File: config.mk
export PLATFORM = sky130hd
export DESIGN_NAME = poly_voice_mixer
export DESIGN_NICKNAME = d
export VERILOG_FILES = /design/src/rtl/poly_voice_mixer.sv
export SDC_FILE = /design/constraint.sdc
export NUM_CORES = 2
export LEC_CHECK = 0
export ABC_AREA = 1
export CORE_MARGIN = 3
export CORE_UTILIZATION = 66
export CTS_CLUSTER_SIZE = 40
export DETAILED_ROUTE_END_ITERATION = 8
export GPL_TIMING_DRIVEN = 0
export PLACE_DENSITY = 0.89
export SETUP_SLACK_MARGIN = 0.05
export SYNTH_ARGS = -nofsm -noshare
export SYNTH_HDL_FRONTEND = slang
export SYNTH_SLANG_ARGS = --single-unit
export TNS_END_PERCENT = 100
File: constraint.sdc
create_clock -name clk -period 14.2 [get_ports clk]
set_input_delay 2.84 -clock clk [delete_from_list [all_inputs] [get_ports clk]]
set_output_delay 2.84 -clock clk [all_outputs]
set_load 0.1 [all_outputs]
File: src/rtl/poly_voice_mixer.sv
// poly_voice_mixer: NUM_VOICES-voice oscillator bank with note allocation,
// oldest-voice stealing and a sequential per-voice mixer. Each sample_tick
// advances the active phases, sums one voice per cycle, then registers the mix.

// Per-voice waveform generator: turns one phase into a scaled signed sample.
module poly_voice_wave #(
    parameter int PHASE_W = 24,
    parameter int AMP_W   = 16
) (
    input  logic [PHASE_W-1:0]      phase,
    input  logic [1:0]              wave_sel,
    input  logic [AMP_W-1:0]        amplitude,
    output logic signed [AMP_W:0]   sample
);

    logic [AMP_W-1:0]          p;
    logic [AMP_W-1:0]          t;
    logic signed [AMP_W-1:0]   n;
    logic signed [AMP_W:0]     amp_s;
    logic signed [2*AMP_W-1:0] prod;
    logic                      unused_bits;

    // Saw and triangle share one centred ramp and one multiplier; square is +/- amplitude.
    always_comb begin
        p     = phase[PHASE_W-1 -: AMP_W];
        t     = phase[PHASE_W-2 -: AMP_W];
        if (phase[PHASE_W-1])
            t = ~t;
        amp_s = {1'b0, amplitude};
        // Subtracting 2^(AMP_W-1) from an unsigned AMP_W value is an MSB flip.
        if (wave_sel == 2'b01)
            n = {~p[AMP_W-1], p[AMP_W-2:0]};
        else
            n = {~t[AMP_W-1], t[AMP_W-2:0]};
        // |n*amp| < 2^(2*AMP_W-1), so 2*AMP_W signed bits hold the product exactly.
        prod = n * amp_s;
        case (wave_sel)
            2'b00:   sample = phase[PHASE_W-1] ? -amp_s : amp_s;
            2'b01,
            2'b10:   sample = prod[2*AMP_W-1 -: AMP_W+1];  // arithmetic >>> (AMP_W-1)
            default: sample = '0;
        endcase
    end

    // Low product bits and the sub-sample phase bits are intentionally dropped.
    assign unused_bits = ^{prod, phase};

endmodule

module poly_voice_mixer #(
    parameter int NUM_VOICES = 4,
    parameter int PHASE_W    = 24,
    parameter int AMP_W      = 16,
    parameter int OUT_W      = 32
) (
    input  logic                    clk,
    input  logic                    reset,
    input  logic                    note_on,
    input  logic                    note_off,
    input  logic [3:0]              note,
    input  logic [2:0]              octave,
    input  logic [PHASE_W-1:0]      phase_inc,
    input  logic [1:0]              wave_sel,
    input  logic [AMP_W-1:0]        amplitude,
    input  logic                    sample_tick,
    output logic signed [OUT_W-1:0] wave_out,
    output logic                    wave_valid,
    output logic [NUM_VOICES-1:0]   voices_active,
    output logic                    voice_stolen,
    output logic                    sample_overrun
);

    localparam int KEY_W = 7;
    localparam int IDX_W = $clog2(NUM_VOICES);
    localparam logic [IDX_W-1:0] IDX_MAX = IDX_W'(NUM_VOICES - 1);

    typedef enum logic [1:0] {
        ST_IDLE,
        ST_MIX,
        ST_OUT
    } state_t;

    // Voice table
    logic [NUM_VOICES-1:0]              v_active;
    logic [NUM_VOICES-1:0][KEY_W-1:0]   v_key;
    logic [NUM_VOICES-1:0][PHASE_W-1:0] v_inc;
    logic [NUM_VOICES-1:0][PHASE_W-1:0] v_phase;
    logic [NUM_VOICES-1:0][IDX_W-1:0]   v_age;
    logic [NUM_VOICES-1:0][AMP_W:0]     v_sample;

    // Allocation
    logic [KEY_W-1:0]      key_in;
    logic [NUM_VOICES-1:0] key_hit;
    logic                  hit_found;
    logic                  free_found;
    logic [IDX_W-1:0]      hit_idx;
    logic [IDX_W-1:0]      free_idx;
    logic [IDX_W-1:0]      old_idx;
    logic [IDX_W-1:0]      old_age;
    logic [IDX_W-1:0]      alloc_idx;
    logic                  steal;

    // Mixer
    state_t                  state;
    logic [IDX_W-1:0]        mix_idx;
    logic signed [OUT_W-1:0] acc;
    logic signed [OUT_W-1:0] acc_next;
    logic [AMP_W:0]          mix_samp;
    logic                    tick_adv;

    assign key_in        = {octave, note};
    assign voices_active = v_active;
    assign tick_adv      = sample_tick && (state == ST_IDLE);

    // One waveform generator per voice; the mixer picks one per MIX cycle.
    for (genvar g = 0; g < NUM_VOICES; g++) begin : g_voice
        poly_voice_wave #(
            .PHASE_W (PHASE_W),
            .AMP_W   (AMP_W)
        ) u_wave (
            .phase     (v_phase[g]),
            .wave_sel  (wave_sel),
            .amplitude (amplitude),
            .sample    (v_sample[g])
        );
    end

    // Pick the target voice: same-key retrigger, else lowest free, else oldest.
    always_comb begin
        hit_found  = 1'b0;
        free_found = 1'b0;
        hit_idx    = '0;
        free_idx   = '0;
        old_idx    = '0;
        old_age    = '0;
        key_hit    = '0;
        for (int v = 0; v < NUM_VOICES; v++) begin
            key_hit[v] = v_active[v] && (v_key[v] == key_in);
            if (key_hit[v] && !hit_found) begin
                hit_found = 1'b1;
                hit_idx   = IDX_W'(v);
            end
            if (!v_active[v] && !free_found) begin
                free_found = 1'b1;
                free_idx   = IDX_W'(v);
            end
            // Strictly-greater keeps the lowest index on an age tie.
            if (v_age[v] > old_age) begin
                old_age = v_age[v];
                old_idx = IDX_W'(v);
            end
        end
        steal = !hit_found && !free_found;
        if (hit_found)
            alloc_idx = hit_idx;
        else if (free_found)
            alloc_idx = free_idx;
        else
            alloc_idx = old_idx;
    end

    // Voice table update: phase advance on an accepted tick, then note events.
    // A note_on landing with a tick wins for its own voice (phase restarts at 0).
    always_ff @(posedge clk) begin
        if (reset) begin
            v_active     <= '0;
            v_key        <= '0;
            v_inc        <= '0;
            v_phase      <= '0;
            v_age        <= '0;
            voice_stolen <= 1'b0;
        end else begin
            voice_stolen <= note_on && steal;
            for (int v = 0; v < NUM_VOICES; v++) begin
                if (tick_adv && v_active[v])
                    v_phase[v] <= v_phase[v] + v_inc[v];
                if (note_on) begin
                    if (alloc_idx == IDX_W'(v)) begin
                        v_active[v] <= 1'b1;
                        v_key[v]    <= key_in;
                        v_inc[v]    <= phase_inc;
                        v_phase[v]  <= '0;
                        v_age[v]    <= '0;
                    end else if (v_active[v] && (v_age[v] != IDX_MAX)) begin
                        v_age[v] <= v_age[v] + 1'b1;
                    end
                end else if (note_off && key_hit[v]) begin
                    v_active[v] <= 1'b0;
                end
            end
        end
    end

    // Live read of the voice under mix; inactive voices contribute nothing.
    always_comb begin
        mix_samp = v_sample[mix_idx];
        acc_next = acc;
        if (v_active[mix_idx])
            acc_next = acc + {{(OUT_W-AMP_W-1){mix_samp[AMP_W]}}, mix_samp};
    end

    // Mixer FSM: IDLE waits for a tick, MIX sums one voice per cycle, OUT holds the valid pulse.
    always_ff @(posedge clk) begin
        if (reset) begin
            state          <= ST_IDLE;
            mix_idx        <= '0;
            acc            <= '0;
            wave_out       <= '0;
            wave_valid     <= 1'b0;
            sample_overrun <= 1'b0;
        end else begin
            wave_valid     <= 1'b0;
            sample_overrun <= sample_tick && (state != ST_IDLE);
            case (state)
                ST_IDLE: begin
                    if (sample_tick) begin
                        acc     <= '0;
                        mix_idx <= '0;
                        state   <= ST_MIX;
                    end
                end
                ST_MIX: begin
                    acc <= acc_next;
                    if (mix_idx == IDX_MAX) begin
                        // Registering here makes wave_valid visible during OUT.
                        wave_out   <= acc_next;
                        wave_valid <= 1'b1;
                        state      <= ST_OUT;
                    end else begin
                        mix_idx <= mix_idx + 1'b1;
                    end
                end
                ST_OUT: begin
                    state <= ST_IDLE;
                end
                default: begin
                    state <= ST_IDLE;
                end
            endcase
        end
    end

endmodule

== Word level (Yosys, flattened, before mapping) ==
Index checks and enable logic that the tools add are counted.
Widths: inputs -> output; s select.

* Word-level logic and storage cells: 233
* Bits in registers: 303
* Output and inout bits: 39
* Input port bits: 54

* $mul: 4
* Multiplexer cells: 84
* $lt $le $gt $ge: 5
* Reductions and logical operators: 67
* $add $sub $neg: 11
* Bitwise gates (word level): 13
* Equality and inequality tests: 22

{| class="wikitable"
|+ Operators with widths
! cell !! count
|-
| $mux 24 || 12
|-
| $pmux 17 s2 || 4
|-
| $mul 16x17->32 || 4
|-
| $mux 16 || 8
|-
| $add 24x24->24 || 4
|-
| $mux 17 || 5
|-
| $mux 32 || 2
|-
| $not 16->16 || 4
|-
| $pmux 32 s2 || 1
|-
| $mux 2 || 23
|-
| $bmux 17 s2 || 1
|-
| $add 32x32->32 || 1
|-
| $reduce_and 2->1 || 15
|-
| $eq 7x7->1 || 4
|-
| $logic_and 1x1->1 || 26
|-
| $mux 1 || 25
|-
| $reduce_bool 2->1 || 10
|-
| $neg 16->17 || 1
|-
| $ne 2x2->1 const B || 7
|-
| $add 2x1->2 const B || 5
|-
| $logic_not 1->1 || 10
|-
| $not 1->1 || 9
|-
| $eq 2x2->1 const B || 4
|-
| $ne 2x1->1 const B || 4
|-
| other kinds (9) || 17
|}

== Logic depth before layout (Yosys ltp) ==
* Depth in word-level cells: 16
* Depth in mapped cells: 54
* Depth with buffers taken out: 51

== By module ==
A second synthesis with hierarchy kept.

* Cells, all modules: 8428
* Area total of the unflattened synthesis: 58584.9 um^2

{| class="wikitable"
|+ By module, submodules not included
! module !! cells an instance !! area each (um^2) !! times used !! seq. area each (um^2)
|-
| poly_voice_mixer || 3182 || 20059.2 || 1 || 6065.8
|-
| poly_voice_wave at g_voice[0].u_wave ... || 1310 || 9611.7 || 2 || 0.0
|-
| poly_voice_wave at g_voice[3].u_wave || 1318 || 9674.3 || 1 || 0.0
|-
| poly_voice_wave at g_voice[2].u_wave || 1308 || 9628.0 || 1 || 0.0
|}

== Least setup slack after synthesis ==
OpenSTA, ideal clock, no wires.

* Path kind: in2reg
* Start point: input wave_sel[1]
* End point: register acc[30]
* Arrival: 11.386 ns
* Setup time: 0.070 ns
* Stages: 48
* Buffers on the path: 5
* Slack: 2.744 ns
* Data required time: 14.130 ns
* Path through: inv_1 > ha_1 > inv_2 > buf_6 > buf_6 > clkbuf_1 > clkbuf_1 > nand2_1 > o21ai_1 > clkbuf_1 > nor2_1 > fa_1 > inv_1 > fa_1 > fa_1 > inv_1 > fa_1 > fa_1 > [12 not listed] > nand3_1 > nand3_1 > a21oi_1 > ha_1 > inv_1 > nor3_1 > nor3b_1 > a21oi_1 > o21ai_2 > nand2_1 > o21ai_2 > a21boi_1 > o21ai_1 > nand2_1 > nand2_1 > o22ai_1 > or2_1 > a21oi_1

* Word-level cells in the longest chain between the ends: 9
* Elaborated cells on any way between the ends: 21
* Those cells by class: add/sub (1); mul (4); eq/ne (2); mux (12); reduce/logical (2)

{| class="wikitable"
|+ Ends and longest elaborated chain
! item !! RTL line !! text
|-
| from (decl) || 63 || <nowiki>input logic [1:0] wave_sel,</nowiki>
|-
| $eq 2x1->1 || 31, 37 ||
|-
| $mux 16 || 31 || <nowiki>if (wave_sel == 2'b01)</nowiki>
|-
| $mul 16x17->32 || 36 || <nowiki>prod = n * amp_s;</nowiki>
|-
| $pmux 17 s2 || 37 || <nowiki>case (wave_sel)</nowiki>
|-
| $bmux 17 s2 * || 196 || <nowiki>mix_samp = v_sample[mix_idx];</nowiki>
|-
| $mux 17 (implied by the code) * || 196 ||
|-
| $add 32x32->32 * || 199 || <nowiki>acc_next = acc + {{(OUT_W-AMP_W-1){mix_samp[AMP_W]}}, mix_samp};</nowiki>
|-
| $mux 32 * || 198 || <nowiki>if (v_active[mix_idx])</nowiki>
|-
| $pmux 32 s2 * || 214 || <nowiki>case (state)</nowiki>
|-
| to (signal assigned) || 223 || <nowiki>acc <= acc_next;</nowiki>
|-
| to (decl) || 106 || <nowiki>logic signed [OUT_W-1:0] acc;</nowiki>
|}

Every way passes the cells marked *; elsewhere a longest branch is shown, timed or not. The select of a mux whose other input is x is not followed.
A chain may end at the register's enable or synchronous reset.

== Worst setup path in the final report ==
* Start point: input amplitude[1]
* End point: register acc[28]

* Word-level cells in the longest chain between the ends: 8
* Elaborated cells on any way between the ends: 18
* Those cells by class: add/sub (2); mul (4); mux (12)

{| class="wikitable"
|+ Ends and longest elaborated chain
! item !! RTL line !! text
|-
| from (decl) || 64 || <nowiki>input logic [AMP_W-1:0] amplitude,</nowiki>
|-
| parallel branches: the longest is 3 deep, another holds $mul 16x17->32 || n/a ||
|-
| $bmux 17 s2 * || 196 ||
|-
| $mux 17 (implied by the code) * || 196 ||
|-
| $add 32x32->32 * || 199 ||
|-
| $mux 32 * || 198 ||
|-
| $pmux 32 s2 * || 214 ||
|}

Mark *: on every way between the ends. The select of a mux whose other input is x is not followed.

==> results by group <==
Layout
  • Filler Cell Count: 6395
  • Area taken by multi-input logic gates: 0.0420 sq mm
  • Layout area overhead: 6.17%
  • Seq. cell area: about 0.0061 sq mm
  • Net count of the finished layout: slightly below 9000
  • Share of the core filled with cells: 71.1%
  • Layout cell share with drive strength beyond 1: 4.14%

Route
  • Post-detailed-route count of antenna-violating nets: 0
  • First-iteration detailed-routing DRC count: a little under 6000
  • Wirelength, routed: slightly below 200000 um
  • Wire length per cell after detailed routing: 23.3 um
  • Number of iterations in the first detailed-routing pass: 9
  • DRC violation count after routing: 19
  • Via/cell ratio: 6.24
  • Via Count: 53100

Critical path
  • Number of buffers and inverters on the critical path: 9
  • Worst path most repeated cell: sky130_fd_sc_hd__nand2_1
  • Required time of the critical path: 14680 ps
  • R2r setup slk: 3270 ps
  • Data arrival time of the critical path: about 15000 ps
  • Top delay family on crit path: buffers and inverters
  • Critical path's largest stage delay: 1240 ps
  • Path type of the worst setup path: input pin to register
  • Type of destination of the critical path: register
  • Largest fanout on the critical path: 10
  • Slowest stage cell, crit path: sky130_fd_sc_hd__clkbuf_1
  • CP Launch Type: input pin

STA
  • Slew @ Worst Pin: 1630 ps
  • Post-route clock period utilization: 100%
  • Worst slew slack as a fraction of its limit: -8.97%
  • Final setup violating endpoints: 0
  • Setup repair after global routing missed its margin: yes
  • Max-slew violation count: 44
  • Minimum clock period: ~14000 ps
  • Worst Clk Skew: around 21 ps
  • Count of final hold-check violations: 0
  • Maximum clock rate: 70.4 MHz

Power and ir drop
  • Internal Power: 3560 uW
  • Net switching fraction of the power: 58.4%
  • Static Leak: roughly 0.029 uW
  • Switching power total: 5000 uW
  • Maximum vdd drop: 176 uV
  • Part of the total power dissipated in sequential elements: 10.5%
  • Clock network fraction of design power: 8.7%
  • PwrDens: about 150 mW/mm^2
  • Combinational cell fraction of total power: between 80 and 90%
  • Overall power: 8570 uW

Placed design
  • Gp weighted congestion: around 1.1
  • Post-DP HPWL: 158000 um
  • Total of buffers placed on input and output ports: 77

Clock tree
  • CTS sink count: 303
  • Clock transition at the register clock pins on the worst setup and hold paths after CTS: 70 ps
  • CTS H-Tree Depth: 1
  • TritonCTS clock tree: yes
  • Clock tree root buffer cell: sky130_fd_sc_hd__clkbuf_16
  • Hold Buf Count CTS: 0
  • Insertion delay of the later-clocked pin in the worst-skew pair: 570 ps
  • Clock Tree Buf Depth: 3
  • Total CTS buffers: 25

GRT
  • Vias in the first global route: 53200
  • Antenna violations before repair: 11
  • GRT Residual Overflow: 0
  • Overall fraction of global-route tracks in use: 46.3%
  • First-pass GRT wire length: 302000 um
  • Maximum number of pins on one net before global-route repair: 18

Synth
  • Fraction of the mapped netlist area in compound gates: 12.2%
  • Number of enable flip-flop cells after synthesis: 0
  • Biggest area contributors in the synthesized netlist: sky130_fd_sc_hd__fa_1 29%, sky130_fd_sc_hd__ha_1 14%, sky130_fd_sc_hd__dfxtp_1 11%
  • Mux cell area share after synthesis: 0%
  • Most used flip-flop cell after synthesis: sky130_fd_sc_hd__dfxtp_1
  • Share of flip-flops with an asynchronous set or reset: 0%
  • Combinational family with the most area after synthesis: adder cells
  • Post-Syn Area per Cell: 7.39 sq um
  • Gate count after technology mapping: 7321
  • Synth Area in Adders: 42.6%
  • Combined area of all synthesized cells: 0.0541 sq mm
  • Fraction of synthesized cell area taken by the top area cell type: around 29%
  • Largest area contributor in the netlist: sky130_fd_sc_hd__fa_1
  • Number of distinct library cells after synthesis: 63
  • Synth Register Bits: 303
  • Net count after synthesis: 8749
  • Simple-gate share of the synthesized area: 19.9%
  • Xor/xnor share of the synthesized area: under 10%
  • Share of synthesized area occupied by flip-flops and latches: 11.2%
  • Number of warnings printed during yosys synthesis: 0

Outcome
  • Status: complete, but fails checks
  • Violated checks: DRC, capacitance limit, slew limit

Floorplanning
  • Die width: between 200 and 300 um
  • Num ports: 93
  • Initial standard-cell utilization of the core: between 60% and 70%
  • Area enclosed by the die boundary: 0.0854 sq mm
  • Row cnt: 104
  • Die H: 292 um
  • Total core area: 0.0808 sq mm

Flow run
  • Number of max-capacitance violations reported: 5

Worst hold path
  • Kind of path behind the tightest hold check: register to register
## routing by layer
metal  global-route usage, %  up-vias  share of wire [%]
met5                       0        -              0.087
met1                    54.3    25000                 34
met2                    69.4     3764                 42
met4                    37.1       12                 10
li1                        -    23100                  -
met3                    15.9     1153                 14
## worst paths after layout
path,cells after the start,to,from
setup / recovery,44,acc[28],amplitude[1]
hold / removal,2,wave_out[24],wave_out[24]
setup reg to reg,44,acc[23],v_phase[71]
hold reg to reg,2,wave_out[24],wave_out[24]
## placed cells by master (no fill, tap or decap), types with 9 or more instances in the layout
cell type	n
sky130_fd_sc_hd__nand4_1	35
sky130_fd_sc_hd__clkinv_2	9
sky130_fd_sc_hd__nor3_1	35
sky130_fd_sc_hd__o211ai_1	30
sky130_fd_sc_hd__clkinv_1	12
sky130_fd_sc_hd__buf_1	23
sky130_fd_sc_hd__nand2_2	18
sky130_fd_sc_hd__clkbuf_16	25
sky130_fd_sc_hd__fa_1	777
sky130_fd_sc_hd__a31oi_1	43
sky130_fd_sc_hd__buf_2	25
sky130_fd_sc_hd__a21oi_1	509
sky130_fd_sc_hd__a21o_1	27
sky130_fd_sc_hd__o21a_1	18
sky130_fd_sc_hd__nor4_1	23
sky130_fd_sc_hd__clkbuf_1	215
sky130_fd_sc_hd__clkbuf_2	30
sky130_fd_sc_hd__nor2_1	860
sky130_fd_sc_hd__xnor2_1	83
sky130_fd_sc_hd__o21ai_1	46
sky130_fd_sc_hd__xor2_1	67
sky130_fd_sc_hd__o22ai_1	10
sky130_fd_sc_hd__buf_4	17
sky130_fd_sc_hd__or2_2	46
sky130_fd_sc_hd__nand3_1	245
sky130_fd_sc_hd__dfxtp_1	303
sky130_fd_sc_hd__o21ai_0	375
sky130_fd_sc_hd__ha_1	596
sky130_fd_sc_hd__o221ai_1	15
sky130_fd_sc_hd__nand2_1	1335
sky130_fd_sc_hd__o21ai_2	33
sky130_fd_sc_hd__clkdlybuf4s50_1	77
sky130_fd_sc_hd__o21ai_4	12
sky130_fd_sc_hd__inv_2	29
sky130_fd_sc_hd__o21bai_1	9
sky130_fd_sc_hd__a211oi_1	16
sky130_fd_sc_hd__inv_1	1296
## sequential cells by signal, summed over array words and instances, names as in the netlist
register        cells
voices_active       4
wave_out           32
sample_overrun      1
v_age               8
v_key              28
state               2
v_phase            96
mix_idx             2
wave_valid          1
voice_stolen        1
acc                32
v_inc              96
## cell families (layout without fill, tap and decap cells)
group           count (synthesis)  after routing
simple gates                 2639           2639
xor+xnor                      152            152
flops                         303            303
fa+ha+maj                    1374           1374
buf+inv                      1655           1781
compound gates               1198           1198
other cells                     0              6
## power by group through the flow
stage	Clock, uW	Sequential, uW	Combinational [uW]
after floorplan	0	917	4430
after global placement	0	920	6380
after detailed placement	0	921	6530
after CTS	746	902	6600
after global routing	773	906	7530
final	747	904	6920
## cells in the mapped netlist, types with 35 or more instances
library cell               number
sky130_fd_sc_hd__nor2_1       860
sky130_fd_sc_hd__xor2_1        67
sky130_fd_sc_hd__nand4_1       35
sky130_fd_sc_hd__o21ai_0      396
sky130_fd_sc_hd__clkbuf_1     247
sky130_fd_sc_hd__nand2_1     1335
sky130_fd_sc_hd__nand3_1      245
sky130_fd_sc_hd__a31oi_1       43
sky130_fd_sc_hd__xnor2_1       83
sky130_fd_sc_hd__fa_1         777
sky130_fd_sc_hd__ha_1         597
sky130_fd_sc_hd__dfxtp_1      303
sky130_fd_sc_hd__o21ai_1       63
sky130_fd_sc_hd__nor3_1        35
sky130_fd_sc_hd__inv_1       1299
sky130_fd_sc_hd__or2_2         46
sky130_fd_sc_hd__a21oi_1      513
## cell type report
type / instances / area share (%)
timing repair buffer: 86 / 1.47
multi-input combinational: 5363 / 73.1
clock inverter: 10 / 0.222
clock buffer: 35 / 1.28
buffer: 305 / 2.24
sequential: 303 / 10.6
inverter: 1345 / 8.82
tap: 1060 / 2.31
antenna: 6 / 0.0261
## tightest hold or removal path, cell delays in order, from the launching register on
cell	delay [ps]
sky130_fd_sc_hd__dfxtp_1	310
sky130_fd_sc_hd__nand3_1	70
sky130_fd_sc_hd__nand2_1	50
## metrics by stage
step	hold WS (ps)	cells	setup TNS [ps]	worst slack, ps	instance area [sq um]
2_1_floorplan	442	7321	0	2740	54100
3_3_place_gp	452	8458	-21990	-976	56200
3_5_place_dp	460	8462	-29710	-1140	56200
4_1_cts	471	8506	0	39.0	57200
5_1_grt	488	8508	0	7.29	57400
6_report	470	8513	0	4.83	57400
## timing repair
action	in CTS	in global routing
pin swaps	0	2
endpoints found under the setup margin	37	48
setup buffers	0	5
gates resized for setup	35	107
Power figures use the tool's default switching activity.
